--- config.mk ---
export PLATFORM = sky130hd
export DESIGN_NAME = universal_shift_register
export DESIGN_NICKNAME = d
export VERILOG_FILES = /design/src/rtl/ushift_pkg.sv /design/src/rtl/universal_shift_register_sat_counter.sv /design/src/rtl/universal_shift_register.sv
export SDC_FILE = /design/constraint.sdc
export NUM_CORES = 1
export LEC_CHECK = 0
export CELL_PAD_IN_SITES_DETAIL_PLACEMENT = 0
export CELL_PAD_IN_SITES_GLOBAL_PLACEMENT = 1
export CORE_MARGIN = 4
export CORE_UTILIZATION = 29
export CTS_CLUSTER_SIZE = 8
export DETAILED_ROUTE_END_ITERATION = 10
export HOLD_SLACK_MARGIN = 0.05
export PLACE_DENSITY_LB_ADDON = 0.1
export RECOVER_POWER = 50
export SYNTH_ARGS = -nofsm -noshare
export SYNTH_HDL_FRONTEND = slang
export SYNTH_SLANG_ARGS = --single-unit
--- constraint.sdc ---
create_clock -name clk -period 1.65 [get_ports clk]
set_input_delay 0.33 -clock clk [delete_from_list [all_inputs] [get_ports clk]]
set_output_delay 0.33 -clock clk [all_outputs]
set_load 0.01 [all_outputs]
--- src/rtl/ushift_pkg.sv ---
// ushift_pkg: operation codes shared by the universal shift register and its bench.
package ushift_pkg;
  typedef enum logic [2:0] {HOLD, LOAD, SHL, SHR, ROL, ROR, CLEAR, RSVD} mode_t;
endpackage

--- src/rtl/universal_shift_register_sat_counter.sv ---
// sat_counter: enabled counter that stops at MAX and returns to zero on request.
module sat_counter #(
  parameter int MAX = 4,
  localparam int W = $clog2(MAX + 1)
) (
  input  logic         clk,
  input  logic         clr,
  input  logic         en,
  input  logic         inc,
  input  logic         zero,
  output logic [W-1:0] cnt
);
  logic [W-1:0] cnt_d, cnt_q;
  always_comb cnt_d = zero ? '0 : (inc && cnt_q != W'(MAX)) ? cnt_q + W'(1) : cnt_q;
  always_ff @(posedge clk or posedge clr)
    if (clr) cnt_q <= '0;
    else if (en) cnt_q <= cnt_d;
  assign cnt = cnt_q;
endmodule

--- src/rtl/universal_shift_register.sv ---
// universal_shift_register: mode-selected WIDTH-bit register with serial ends and a saturating shift count.
// Rotate modes exist only when USHIFT_ROTATE_EN is defined; otherwise they hold.
module universal_shift_register
  import ushift_pkg::*;
#(
  parameter int WIDTH = 4,
  localparam int CNT_W = $clog2(WIDTH + 1)
) (
  input  logic             clk,
  input  logic             clr,
  input  logic             en,
  input  logic [2:0]       mode,
  input  logic [WIDTH-1:0] D,
  input  logic             sin_l,
  input  logic             sin_r,
  output logic [WIDTH-1:0] Q,
  output logic             sout_l,
  output logic             sout_r,
  output logic [CNT_W-1:0] shift_cnt,
  output logic             full
);
  logic [WIDTH-1:0] q_d, q_q;
  logic inc, zero;
  always_comb begin
    q_d = q_q;
    inc = 1'b0;
    zero = 1'b0;
    case (mode)
      LOAD:  begin q_d = D; zero = 1'b1; end
      SHL:   begin q_d = {q_q[WIDTH-2:0], sin_r}; inc = 1'b1; end
      SHR:   begin q_d = {sin_l, q_q[WIDTH-1:1]}; inc = 1'b1; end
`ifdef USHIFT_ROTATE_EN
      ROL:   begin q_d = {q_q[WIDTH-2:0], q_q[WIDTH-1]}; inc = 1'b1; end
      ROR:   begin q_d = {q_q[0], q_q[WIDTH-1:1]}; inc = 1'b1; end
`endif
      CLEAR: begin q_d = '0; zero = 1'b1; end
      default: ;
    endcase
  end
  always_ff @(posedge clk or posedge clr)
    if (clr) q_q <= '0;
    else if (en) q_q <= q_d;
  sat_counter #(.MAX(WIDTH)) u_cnt (
    .clk(clk), .clr(clr), .en(en), .inc(inc), .zero(zero), .cnt(shift_cnt)
  );
  assign Q = q_q;
  assign sout_l = q_q[WIDTH-1];
  assign sout_r = q_q[0];
  assign full = shift_cnt == CNT_W'(WIDTH);
endmodule

==> metrics.md <==
| Metric | Value |
|---|---|
| CP Launch Type | `flip-flop` |
| R2r setup slk | `380 ps` |
| Total chip power | `855 uW` |
| Seq/Total Area, Yosys | `0.326` |
| Most frequent cells in the layout | `clkdlybuf4s50_1, inv_1, dfrtp_1, buf_4, a21oi_1` |
| Clk sink count | `7` |
| Final #Nets | `102` |
| PwrDens | `1040 nW/um2` |
| R2r startpoint | `u_cnt.cnt[0]` |
| Fin crit period | `1580 ps` |
| Die W | `51.1 um` |
| Worst min path class | `in -> async` |
| Crit. End Element | `primary output` |
| Crit path kind | `reg -> out` |
| Layout area overhead | `52.6%` |
| Leak pwr | `0.365 nW` |
| Predominant post-synthesis flop cell | `dfrtp_1` |
| CTS max path bufs | `2` |
| Number of global-route vias before repair | `534` |
| Placer Congestion | `0.841` |
| Worst vdd ir | `0.000478 V` |
| Slowest CP cell | `dlygate4sd3_1` |
| FF-to-FF End | `u_cnt.cnt[1]` |
| Clk_skew | `0.754 ps` |
| Final Hold Fails | `0` |
| Global Route Usage Sum | `0.124` |
| Slew Limit Fails | `0` |
| Hold WS | `452 ps` |
| Final instance area | `821 um2` |
| CTS resizes | `2` |
| Post-synth EDFFs | `0` |
| Most common cell after layout, fill and taps aside | `clkdlybuf4s50_1` |
| Final-layout fill cell count | `180` |
| Hold Buf Count CTS | `0` |
| H-tree levels | `1` |
| CP top delay family | `buffers and inverters` |
| Antenna cells | `0` |
| Die height | `51.1 um` |
| Post-Syn Nets | `73` |
| Largest net degree at the start of global routing | `10` |
| Slew margin rel. | `0.787` |
| Number of buffers and inverters on the critical path | `1` |
| Max incr delay on CP | `610 ps` |
| FFs w/ async S/R, synth | `1.00` |
| Fmax | `0.633 GHz` |
| Pin slew with the least headroom to its limit | `318 ps` |
| DRT iter0 DRCs | `4` |
| Worst reg2reg path depth | `5` |
| CTS tree | `done` |
| PortBufs | `21` |
| Clock transition at the registers of the reported paths | `60 ps` |
| Final period utilization | `0.958` |
| Antenna violations before repair | `0` |
| Outcome | `complete, no violations` |
| Via count | `538` |
| Die Area | `2610 um2` |
| Synth Area per Inst | `9.12 um2` |
| Setup bufs post-CTS | `0` |
| Drc violations | `0` |
| DR vias/cell | `4.80` |
| Clock root cell | `clkbuf_4` |
| Critical path data required time | `1320 ps` |
| Post-DR wirelength/cell | `12.8 um` |
| Num rows | `15` |
| Initial DRT Pass Iterations | `4` |
| Ys Warns | `0` |
| Cells after synthesis | `59` |
| Starting Density | `0.308` |
| Cell variety after synth | `27` |
| Final ANT Viol Nets | `0` |
| Global-route wire length before repair | `2410 um` |
| Worst path cell trace | `dlygate4sd3_1` |
| Core area | `1750 um2` |
| Share of cells above drive strength 1 | `0.230` |
| Peak fanout along the critical path | `3` |
| Total CTS buffers | `3` |
| Multi-input logic area | `297 um2` |
| Yosys reg bits | `7` |
| DRT Wirelength | `1440 um` |
| Worst-skew pair later-pin latency | `250 ps` |
| Final Setup Violations | `0` |
| Critical Path AT | `1250 ps` |
| Unrepaired setup endpoints after global routing | `no` |
| Max cap viols | `0` |
| Post-DP Area | `803 um2` |
| Num ports | `22` |
| Register area | `175 um2` |
| Netlist Area Pre-Place | `538 um2` |
| DP HPWL | `1100 um` |
| Total congestion overflow | `0` |
==> registers in the layout (all words and copies together) (netlist names) <==
| register | cells |
|---|---|
| u_cnt.cnt | 3 |
| Q | 4 |
==> final cells by class <==
| cell class | count | area share |
|---|---|---|
| sequential | 7 | 0.213 |
| tap | 25 | 0.0381 |
| timing repair buffer | 29 | 0.319 |
| clock buffer | 4 | 0.0320 |
| inverter | 8 | 0.0366 |
| multi-input combinational | 39 | 0.361 |
==> through the flow <==
step,TNS (ps),worst slack (ps),utilization,std cells
CTS,0,40.0,0.475,112
global placement,-801,-133,0.460,108
global route,0,16.7,0.470,112
floorplan,0,386,-,59
finish,0,69.5,0.470,112
detailed placement,-795,-135,0.460,108
==> synth_stat cells, types with 2 or more instances <==
library cell | number | area [um2]
mux2i_1 | 3 | 30.0
nand2_1 | 2 | 7.51
nand3_1 | 3 | 15.0
nor2_1 | 2 | 7.51
dfrtp_1 | 7 | 175
o21ai_0 | 3 | 15.0
buf_2 | 2 | 10.0
buf_4 | 2 | 15.0
nand2b_1 | 2 | 12.5
ha_1 | 2 | 25.0
o32a_2 | 3 | 33.8
inv_1 | 8 | 30.0
a21oi_1 | 6 | 30.0
==> per-layer routing <==
layer | up-vias | part of all wire | track usage
li1 | 264 | - | -
met5 | - | 0 | 0
met3 | 2 | 0.049 | 0.0292
met1 | 258 | 0.48 | 0.175
met2 | 14 | 0.47 | 0.172
met4 | 0 | 0.0056 | 0.0673
==> where the power goes <==
group / leakage (nW) / total (mW) / switching, mW / internal, mW
sequential: 0.0828 / 0.275 / 0.0491 / 0.226
combinational: 0.268 / 0.418 / 0.174 / 0.244
clock: 0.0150 / 0.162 / 0.0694 / 0.0927
total: 0.365 / 0.855 / 0.292 / 0.563
==> logic make-up after synthesis <==
kind of cell | count (synthesis) | synth area share
flip-flops | 7 | 0.326
AO/OA/AOI/OAI | 16 | 0.214
multiplexers | 4 | 0.0837
buffers and inverters | 13 | 0.123
AND/OR/NAND/NOR | 17 | 0.207
adder cells (fa/ha/maj) | 2 | 0.0465
==> worst max path at each step <==
stage	startpoint	to	slack (ps)	cells past startpoint
floorplan	mode[0]	Q[0]	390	4
global placement	mode[0]	Q[0]	-130	4
detailed placement	mode[2]	Q[3]	-140	5
CTS	u_cnt.cnt[0]	full	40	4
global route	mode[0]	Q[0]	20	5
finish	u_cnt.cnt[1]	shift_cnt[1]	70	1
Note: power is estimated with default switching activity, not from simulation.
